<file path="src/rtl/serial_display_chain_if.sv">
// Frame request/handshake and serial-line bundle for serial_display_chain.
interface serial_display_chain_if #(
    parameter int N_DEV  = 1,
    parameter int WORD_W = 16
);
    logic                      i_en;
    logic                      i_valid;
    logic [N_DEV*WORD_W-1:0]   i_data;
    logic                      o_ready;
    logic                      o_serial_clk;
    logic                      o_serial_dout;
    logic                      o_serial_load;
    logic                      o_busy;
    logic                      o_done;

    modport master (
        output i_en, i_valid, i_data,
        input  o_ready, o_serial_clk, o_serial_dout, o_serial_load, o_busy, o_done
    );

    modport slave (
        input  i_en, i_valid, i_data,
        output o_ready, o_serial_clk, o_serial_dout, o_serial_load, o_busy, o_done
    );
endinterface

</file>
<file path="src/rtl/serial_display_chain.sv">
// Shifts one N_DEV*WORD_W frame into a chain of serial display drivers sharing
// one load line, then pulses load high to latch it.
//
// state    | meaning
// ---------+--------------------------------------------------------------
// IDLE     | load high, SCK low, ready to accept a frame
// SHIFT_LO | SCK low half period, current bit on dout
// SHIFT_HI | SCK high half period, devices sample dout
// HOLD     | SCK low, load still low, one half period after the last bit
// LATCH    | load high for one half period; may chain straight into a new frame
module serial_display_chain #(
    parameter int N_DEV     = 1,
    parameter int WORD_W    = 16,
    parameter int CLK_DIV   = 2,
    parameter bit MSB_FIRST = 1'b1
) (
    input  logic                  i_clk,
    input  logic                  i_reset,
    serial_display_chain_if.slave bus
);
    localparam int B  = N_DEV * WORD_W;
    localparam int HW = $clog2(CLK_DIV + 1);
    localparam int BW = $clog2(B + 1);
    localparam logic [HW-1:0] HALF_TC  = HW'(CLK_DIV - 1);
    localparam logic [HW-1:0] HALF_ONE = HW'(1);
    localparam logic [BW-1:0] LAST_BIT = BW'(B - 1);
    localparam logic [BW-1:0] BIT_ONE  = BW'(1);

    typedef enum logic [2:0] {IDLE, SHIFT_LO, SHIFT_HI, HOLD, LATCH} state_t;

    state_t          state, state_n;
    logic [HW-1:0]   half_cnt, half_cnt_n;
    logic [BW-1:0]   bit_cnt, bit_cnt_n;
    logic [B-1:0]    shreg, shreg_n, shreg_shifted;
    logic            sck, sck_n, dout, dout_n, load, load_n;
    logic            busy, busy_n, done, done_n, ready, ready_n;
    logic            half_tc, last_bit, accept_idle, accept_chain, load_frame;
    logic            first_bit, next_bit;

    assign half_tc      = (half_cnt == '0);
    assign last_bit     = (bit_cnt == '0);
    assign accept_idle  = bus.i_valid & bus.i_en & ready;
    // Chaining at the end of LATCH keeps load high exactly one half period between frames.
    assign accept_chain = bus.i_valid & bus.i_en;
    assign load_frame   = ((state == IDLE) && accept_idle) ||
                          ((state == LATCH) && half_tc && accept_chain);

    assign first_bit     = MSB_FIRST ? bus.i_data[B-1] : bus.i_data[0];
    assign next_bit      = MSB_FIRST ? shreg[B-2] : shreg[1];
    assign shreg_shifted = MSB_FIRST ? {shreg[B-2:0], 1'b0} : {1'b0, shreg[B-1:1]};

    always_ff @(posedge i_clk) begin
        if (i_reset) begin
            state    <= IDLE;
            half_cnt <= '0;
            bit_cnt  <= '0;
            shreg    <= '0;
            sck      <= 1'b0;
            dout     <= 1'b0;
            load     <= 1'b1;
            busy     <= 1'b0;
            done     <= 1'b0;
            ready    <= 1'b0;
        end else begin
            state    <= state_n;
            half_cnt <= half_cnt_n;
            bit_cnt  <= bit_cnt_n;
            shreg    <= shreg_n;
            sck      <= sck_n;
            dout     <= dout_n;
            load     <= load_n;
            busy     <= busy_n;
            done     <= done_n;
            ready    <= ready_n;
        end
    end

    always_comb begin
        state_n = state;
        case (state)
            IDLE:     if (accept_idle) state_n = SHIFT_LO;
            SHIFT_LO: if (half_tc) state_n = SHIFT_HI;
            SHIFT_HI: if (half_tc) state_n = last_bit ? HOLD : SHIFT_LO;
            HOLD:     if (half_tc) state_n = LATCH;
            LATCH:    if (half_tc) state_n = accept_chain ? SHIFT_LO : IDLE;
            default:  state_n = IDLE;
        endcase
    end

    always_comb begin
        half_cnt_n = half_cnt;
        bit_cnt_n  = bit_cnt;
        shreg_n    = shreg;
        sck_n      = sck;
        dout_n     = dout;
        load_n     = load;
        busy_n     = busy;
        ready_n    = ready;
        done_n     = 1'b0;
        if (load_frame) begin
            shreg_n    = bus.i_data;
            dout_n     = first_bit;
            half_cnt_n = HALF_TC;
            bit_cnt_n  = LAST_BIT;
            sck_n      = 1'b0;
            load_n     = 1'b0;
            busy_n     = 1'b1;
            ready_n    = 1'b0;
            done_n     = (state == LATCH);
        end else begin
            case (state)
                IDLE: begin
                    ready_n = 1'b1;
                    busy_n  = 1'b0;
                    load_n  = 1'b1;
                    sck_n   = 1'b0;
                    dout_n  = 1'b0;
                end
                SHIFT_LO: begin
                    if (half_tc) begin
                        sck_n      = 1'b1;
                        half_cnt_n = HALF_TC;
                    end else begin
                        half_cnt_n = half_cnt - HALF_ONE;
                    end
                end
                SHIFT_HI: begin
                    if (half_tc) begin
                        sck_n      = 1'b0;
                        half_cnt_n = HALF_TC;
                        if (!last_bit) begin
                            shreg_n   = shreg_shifted;
                            dout_n    = next_bit;
                            bit_cnt_n = bit_cnt - BIT_ONE;
                        end
                    end else begin
                        half_cnt_n = half_cnt - HALF_ONE;
                    end
                end
                HOLD: begin
                    if (half_tc) begin
                        load_n     = 1'b1;
                        half_cnt_n = HALF_TC;
                    end else begin
                        half_cnt_n = half_cnt - HALF_ONE;
                    end
                end
                LATCH: begin
                    if (half_tc) begin
                        ready_n    = 1'b1;
                        busy_n     = 1'b0;
                        done_n     = 1'b1;
                        dout_n     = 1'b0;
                        half_cnt_n = '0;
                    end else begin
                        half_cnt_n = half_cnt - HALF_ONE;
                    end
                end
                default: begin
                    load_n = 1'b1;
                    sck_n  = 1'b0;
                end
            endcase
        end
    end

    assign bus.o_ready       = ready;
    assign bus.o_serial_clk  = sck;
    assign bus.o_serial_dout = dout;
    assign bus.o_serial_load = load;
    assign bus.o_busy        = busy;
    assign bus.o_done        = done;
endmodule

</file>
<file path="src/flat_wrapper.sv">
// flat-port wrapper written by rule: the top's interface ports become plain ports
module serial_display_chain_flat 
#(
    parameter int N_DEV     = 1,
    parameter int WORD_W    = 16,
    parameter int CLK_DIV   = 2,
    parameter bit MSB_FIRST = 1'b1
)
  (i_clk, i_reset, bus_i_en, bus_i_valid, bus_i_data, bus_o_ready, bus_o_serial_clk, bus_o_serial_dout, bus_o_serial_load, bus_o_busy, bus_o_done);
  serial_display_chain_if #(.N_DEV(N_DEV), .WORD_W(WORD_W)) bus_i ();
  input  logic i_clk;
  input  logic i_reset;
  input wire logic [$bits(bus_i.i_en)-1:0] bus_i_en;
  input wire logic [$bits(bus_i.i_valid)-1:0] bus_i_valid;
  input wire logic [$bits(bus_i.i_data)-1:0] bus_i_data;
  output wire logic [$bits(bus_i.o_ready)-1:0] bus_o_ready;
  output wire logic [$bits(bus_i.o_serial_clk)-1:0] bus_o_serial_clk;
  output wire logic [$bits(bus_i.o_serial_dout)-1:0] bus_o_serial_dout;
  output wire logic [$bits(bus_i.o_serial_load)-1:0] bus_o_serial_load;
  output wire logic [$bits(bus_i.o_busy)-1:0] bus_o_busy;
  output wire logic [$bits(bus_i.o_done)-1:0] bus_o_done;
  assign bus_i.i_en = bus_i_en;
  assign bus_i.i_valid = bus_i_valid;
  assign bus_i.i_data = bus_i_data;
  assign bus_o_ready = bus_i.o_ready;
  assign bus_o_serial_clk = bus_i.o_serial_clk;
  assign bus_o_serial_dout = bus_i.o_serial_dout;
  assign bus_o_serial_load = bus_i.o_serial_load;
  assign bus_o_busy = bus_i.o_busy;
  assign bus_o_done = bus_i.o_done;
  serial_display_chain #(.N_DEV(N_DEV), .WORD_W(WORD_W), .CLK_DIV(CLK_DIV), .MSB_FIRST(MSB_FIRST)) u_core (.i_clk(i_clk), .i_reset(i_reset), .bus(bus_i));
endmodule
</file>
<file path="config.mk">
export PLATFORM = sky130hd
export DESIGN_NAME = serial_display_chain_flat
export DESIGN_NICKNAME = d
export VERILOG_FILES = /design/src/rtl/serial_display_chain_if.sv /design/src/rtl/serial_display_chain.sv /design/src/flat_wrapper.sv
export SDC_FILE = /design/constraint.sdc
export NUM_CORES = 1
export LEC_CHECK = 0
export BUFFER_PORTS_ARGS = -buffer_cell sky130_fd_sc_hd__buf_2
export CAP_MARGIN = 20
export CORE_MARGIN = 2
export CORE_UTILIZATION = 50
export CTS_CLUSTER_SIZE = 28
export DETAILED_ROUTE_END_ITERATION = 16
export GPL_TIMING_DRIVEN = 0
export HOLD_SLACK_MARGIN = 0.06
export PLACE_DENSITY = 0.72
export SLEW_MARGIN = 25
export SYNTH_ARGS = -nofsm -noshare
export SYNTH_HDL_FRONTEND = slang
export SYNTH_SLANG_ARGS = --single-unit
</file>
<file path="constraint.sdc">
create_clock -name i_clk -period 2.27 [get_ports i_clk]
set_input_delay 0.3405 -clock i_clk [delete_from_list [all_inputs] [get_ports i_clk]]
set_output_delay 0.3405 -clock i_clk [all_outputs]
set_load 0.02 [all_outputs]
</file>
### Word-level counts from Yosys, hierarchy flattened

Cells that the tools add are included.

| word-level totals | value |
|---|---|
| register bits after elaboration | 31 |
| bits of input ports | 20 |
| output and inout port bits | 6 |
| word-level logic and storage cells | 94 |

| cells by class | value |
|---|---|
| add/sub/neg operators | 2 |
| equality and inequality tests | 15 |
| mux-type cells | 35 |
| bitwise gates (word level) | 4 |
| reduce and logical (&&, ||, !) cells | 26 |

Operator list:

| cell | number |
|---|---|
| $mux W15 | 4 |
| $mux W4 | 4 |
| $mux W3 | 5 |
| $pmux W3 S5 | 1 |
| $mux W1 | 12 |
| $ne A2 B1 Y1 const B | 6 |
| $ne A3 B1 Y1 const B | 3 |
| $reduce_and A3 Y1 | 3 |
| $reduce_bool A2 Y1 | 4 |
| $eq A3 B2 Y1 const B | 2 |
| $mux W2 | 3 |
| $pmux W1 S2 | 3 |
| $pmux W1 S3 | 2 |
| $reduce_and A2 Y1 | 3 |
| $reduce_bool A3 Y1 | 2 |
| $reduce_or A3 Y1 | 2 |
| $logic_not A5 Y1 | 1 |
| $reduce_and A5 Y1 | 1 |
| $sub A5 B1 Y5 const B | 1 |
| $pmux W2 S2 | 1 |
| $reduce_and A4 Y1 | 1 |
| $reduce_bool A4 Y1 | 1 |
| $reduce_or A2 Y1 | 2 |
| $eq A3 B1 Y1 const B | 1 |
| 10 further kinds | 14 |

### Depth between registers and ports, before layout

| depth | value |
|---|---|
| word-level depth | 6 |
| gate-level depth with buffers | 9 |
| gate-level depth less buffers | 6 |

### Least setup slack after synthesis

OpenSTA, ideal clock, no wires.

| timing path | value |
|---|---|
| path type | register to register |
| from | register u_core.bit_cnt[0] |
| to | register u_core.bit_cnt[0] |
| arrival | 1737 ps |
| data required time | 2139 ps |
| setup slack | 402 ps |
| stages on the path, launching flop included | 10 |
| cells stage by stage | dfxtp_1 > inv_1 > ha_1 > or4b_4 > buf_6 > and3_1 > buf_6 > buf_12 > xnor2_4 > a21oi_2 |

| between the ends | value |
|---|---|
| cells in the longest elaborated chain, start to end | 5 |
| elaborated cells between the ends (all ways) | 8 |
| classes of those cells | add/sub (1); eq/ne (1); mux (4); reduce/logical (2) |

Ends and longest elaborated chain:

| item | line | RTL |
|---|---|---|
| start: declaration | serial_display_chain.sv:33 | `logic [BW-1:0] bit_cnt, bit_cnt_n;` |
| start signal: assignment | serial_display_chain.sv:67 | `bit_cnt <= bit_cnt_n;` |
| $sub A5 B1 Y5 | serial_display_chain.sv:134 | `bit_cnt_n = bit_cnt - BIT_ONE;` |
| $mux W4 | serial_display_chain.sv:131 | `if (!last_bit) begin` |
| $mux W4 | serial_display_chain.sv:128 | `if (half_tc) begin` |
| $mux W4 | serial_display_chain.sv:111 | `case (state)` |
| $mux W4 | serial_display_chain.sv:100 | `if (load_frame) begin` |

Several ways; a longest one is shown, not always the timed one. The select of a mux whose other input is x is not followed.
A chain may end at the register's enable or synchronous reset.

### Worst setup path in the final report

| timing path | value |
|---|---|
| from | register u_core.bit_cnt[0] |
| to | register u_core.shreg[1] |

| between the ends | value |
|---|---|
| cells in the longest elaborated chain, start to end | 3 |

Ends and longest elaborated chain:

| item | line | RTL |
|---|---|---|
| $logic_not A5 Y1 | serial_display_chain.sv:41 | `assign last_bit = (bit_cnt == '0);` |
| $ne A2 B2 Y1 (no source line) | -- |  |
| $reduce_and A3 Y1 (no source line) | -- |  |
| end signal: assignment | serial_display_chain.sv:68 | `shreg <= shreg_n;` |
| end: declaration | serial_display_chain.sv:34 | `logic [B-1:0] shreg, shreg_n, shreg_shifted;` |

Every way passes these cells.

==> results.md <==
Outcome:
- The run finished with clean final reports.

Route:
- Dividing the detail-routed wire length by the instance count gives 14.3 um.
- The detail route stage leaves a number of antenna-violating nets equal to 0.
- The routed layout has 1464 vias.
- In this run, the number of DRC markers left after iteration 0 of detailed routing was 66.
- The DRC violation count after routing is 0.
- The number of iterations in the first detailed-routing pass is 4.
- The via density per instance is 5.50.
- The aggregate routed wire length is 3790 um.

Clocking:
- The total clock sinks is 31.
- In this run the number of H-tree levels came out at 2.
- Clock-pin slew was measured on the worst setup and hold paths at 0.10 ns.
- The total of cells resized after clock tree synthesis is 0.
- Clock tree synthesis inserted a total of 5 buffers.
- In this run the post-CTS setup repair buffer count came out at 0.
- The cell at the root of the clock tree is clkbuf_4.
- The longest clock path from root to sink contains 2 buffers.
- The clock insertion delay at the later pin of the skew report is 0.35 ns.
- The hold-fix buffer count after cts is 0.
- The TritonCTS clock tree is built.

STA:
- Measured against its own limit, the worst slew margin works out to 0.617.
- The total setup violations reported at the end of the flow is 0.
- The hold violation total from the final report is 0.
- For the final database, setup skew stands at 0.0172 ns.
- The achievable frequency is 499 MHz.
- Across all setup checks in the final design, the least slack found is 0.266 ns.
- The total negative setup slack is 0 ns.
- The transition time of the tightest slew-check pin is 0.575 ns.
- The worst path needs 2.00 ns of the cycle, external delays included.
- Setup repair after global routing left no endpoint under its margin.
- Of the available clock period, the critical path in the final layout requires 0.883.
- The number of max-slew violations in the final report is 0.

GRT:
- The global routing usage on met3 is 0.0704.
- Entering global routing, the biggest net connects 11 pins.
- The met1 routing resource usage after global routing is 0.299.
- The global-route wire length before repair is 5980 um.
- The global routing stage identified its most utilized layer as met2.
- The number of global-route vias before repair came to 1290.
- The global-route usage over all layers is 0.227.
- The total overflow left after global routing is 0.
- The number of antenna violations at the first check in global routing came to 0.
- The global routing met2 resource utilization is 0.346.

Layout:
- The leading cell type in the layout, fill and taps excluded is dfxtp_1.
- The library cells used most frequently in the layout, excluding fill and tap cells, are 31 x dfxtp_1, 30 x nand2_1, 24 x buf_2, 20 x nor2_1, 17 x a21oi_1.
- The total area of multi-input combinational cells is 861 um^2.
- The filler cells instantiated in the layout total 302.
- For this run, the number of standard cells in the final layout without fillers is 266.
- Compared with the post-synthesis result, the final layout area differs by 14.4%.
- Registers take 621 um^2.
- The number of diodes added for antenna fixing is 0.
- The share of post-route cells with drive strength above 1 is 0.216.
- The final layout contains 244 nets.
- The final standard cell area without fillers is 1840 um^2.
- The share of the core filled with cells in the final layout is 0.602.

Pwr:
- Of the total power, combinational logic draws 0.401.
- The proportion of power drawn by the clock network is 0.193.
- For this design the ratio of total power to cell area is 954 nW/um^2.
- The net switching fraction of the power is 0.375.
- The power share of the sequential group is 0.406.
- The worst-case IR drop observed on VDD is 0.671 mV.
- Summed over all cells, the static leakage comes to 0.682 nW.
- The cell-internal power is 1.10 mW.
- The analysis attributes to net switching a power of 0.657 mW.

Yosys:
- The count of different cell masters after synthesis is 47.
- The mapped netlist covers 1610 um^2.
- A synthesized cell averages 8.41 um^2.
- After synthesis the netlist holds a flip-flop and latch count of 31.
- Yosys printed 0 warnings.
- The share of the Yosys chip area taken by registers is 0.386.
- For this run, asynchronously set or reset flops after synthesis account for 0.
- The predominant post-synthesis flop cell is dfxtp_1.
- The post-synth net total is 213.
- The synthesized design contains 0 enable-type register cells.
- The cell count after synthesis is 191.

Setup path:
- The critical path runs through a total of 9 cells.
- The arrival time of data at the critical path endpoint is 2.24 ns.
- The kind of start point of the critical path is a flop.
- The timing endpoint of the critical path is u_core.shreg[1]$_SDFFE_PP0P_.
- The end of the worst register-to-register path is u_core.shreg[1]$_SDFFE_PP0P_.
- The critical path goes through inv_1, ha_1, or4b_4, buf_6, and3_1, buf_6, buf_12, nand2_1, a311oi_1.
- Measured in cells, the most critical reg-to-reg path has a length of 9.
- The first element of the critical path is u_core.bit_cnt[0]$_SDFFE_PP0P_.
- The worst setup path is of the reg -> reg kind.
- For flop-to-flop paths, the worst setup slack is 0.27 ns.
- For this run, the slowest stage of the critical path takes 0.47 ns.
- The worst-path maximum fanout is 10.
- The slowest stage of the critical path is the dfxtp_1 cell.
- The critical path data required time is 2.51 ns.
- The gate family responsible for the most delay along the worst path is buffers and inverters.
- The worst path buffer plus inverter count is 4.
- Among the stages of the critical path, the cell type that occurs most often is buf_6.
- The element type at the critical path end is a flop.
- In this run the critical register-to-register path is launched from u_core.bit_cnt[0]$_SDFFE_PP0P_.

Die:
- The full die area is 3680 um^2.
- During I/O placement, the number of pins put on the boundary was 26.
- The initial cell density of the core is 0.526.
- The vertical extent of the die is 60.7 um.
- The number of cell rows is 20.
- The core region is 3050 um^2.
- From left edge to right edge, the die measures 60.7 um.

Place:
- The setup slack after placement is 0.279 ns.
- The final weighted congestion of routability-driven global placement is 0.815.
- After legalization and detailed placement, the total HPWL measured 2670 um.
- The cell total after placement is 259.
- In this run the cell area measured after placement is 1780 um^2.
- Port buffering added 24 buffers.

Min path:
- The worst hold path belongs to the class in -> reg.
- The worst hold path begins at bus_i_data[0].
- The count of cells along the worst hold path is 3.

Run:
- Across the run, the number of max-cap violations was 0.
==> sequential cells by signal (all words and copies together) (netlist names) <==
signal	count
u_core.bit_cnt	5
u_core.bus.o_busy	1
u_core.bus.o_done	1
u_core.bus.o_ready	1
u_core.bus.o_serial_clk	1
u_core.bus.o_serial_dout	1
u_core.bus.o_serial_load	1
u_core.half_cnt	2
u_core.shreg	15
u_core.state	3
==> kinds of logic (layout without fill, tap and decap cells) <==
family | count (synthesis) | after routing | synth area share
muxes | 1 | 1 | 0.00623
AOI/OAI and AO/OA | 54 | 54 | 0.228
and+or+nand+nor | 76 | 76 | 0.241
adders and majority gates | 2 | 2 | 0.0156
DFF | 31 | 31 | 0.386
buffers and inverters | 21 | 52 | 0.0779
xor gates and xnor gates | 6 | 6 | 0.0444
==> power by group through the flow <==
stage	logic (mW)	clock network (mW)	registers, mW
CTS	0.703	0.342	0.710
detailed placement	0.702	0	0.721
global placement	0.677	0	0.717
floorplan	0.536	0	0.725
global route	0.772	0.373	0.723
finish	0.704	0.338	0.711
==> cells in the mapped netlist (2+ instances only) <==
cell       n  area share
dfxtp_1   31        0.39
nand2_1   30       0.070
nor2_1    20       0.047
a21oi_1   17       0.053
clkbuf_1  11       0.026
a311oi_1  10       0.055
a211oi_1   5       0.023
o21ai_0    5       0.016
inv_1      4      0.0093
nor3_1     4       0.012
buf_6      3       0.021
o21a_1     3       0.014
or2_2      3       0.012
xor2_1     3       0.016
buf_4      2      0.0093
ha_1       2       0.016
nand2b_1   2      0.0078
nand3_1    2      0.0062
nand3b_1   2      0.0093
nand4_1    2      0.0078
nor3b_1    2      0.0093
o22ai_1    2      0.0078
xnor2_1    2       0.011
==> per-stage QoR <==
| step | hold WS (ns) | total power [mW] |
|---|---|---|
| floorplan | 0.437 | 1.26 |
| global placement | 0.446 | 1.39 |
| detailed placement | 0.454 | 1.42 |
| CTS | 0.233 | 1.75 |
| global route | 0.230 | 1.87 |
| finish | 0.226 | 1.75 |
==> cell type report <==
class | instances | area share
plain buffers | 17 | 0.0599
clock buffers | 6 | 0.0279
clock inverters | 1 | 0.00272
inverters | 4 | 0.00817
multi-input cells | 139 | 0.468
flip-flops and latches | 31 | 0.338
well taps | 44 | 0.0300
repair buffers | 24 | 0.0654
==> worst reg2reg max path, cell delays in order (launching register included) <==
cell      delay (ns)
dfxtp_1         0.47
inv_1           0.10
ha_1            0.20
or4b_4          0.20
buf_6           0.12
and3_1          0.17
buf_6           0.14
buf_12          0.14
nand2_1         0.05
a311oi_1        0.32
==> worst min-delay path by stage <==
stage	end	slack, ns
after floorplan	u_core.shreg[5]$_SDFFE_PP0P_	0.44
after global placement	u_core.shreg[5]$_SDFFE_PP0P_	0.45
after detailed placement	u_core.shreg[4]$_SDFFE_PP0P_	0.45
after CTS	u_core.shreg[0]$_SDFFE_PP0P_	0.23
after global routing	u_core.shreg[0]$_SDFFE_PP0P_	0.23
final	u_core.shreg[0]$_SDFFE_PP0P_	0.23
==> routing by layer <==
| metal | wire length (um) | share of wire |
|---|---|---|
| met5 | 0 | 0 |
| met4 | 55 | 0.014 |
| met3 | 249 | 0.066 |
| met2 | 1760 | 0.46 |
| met1 | 1730 | 0.46 |
No activity file was read; power rests on OpenSTA's default activity.
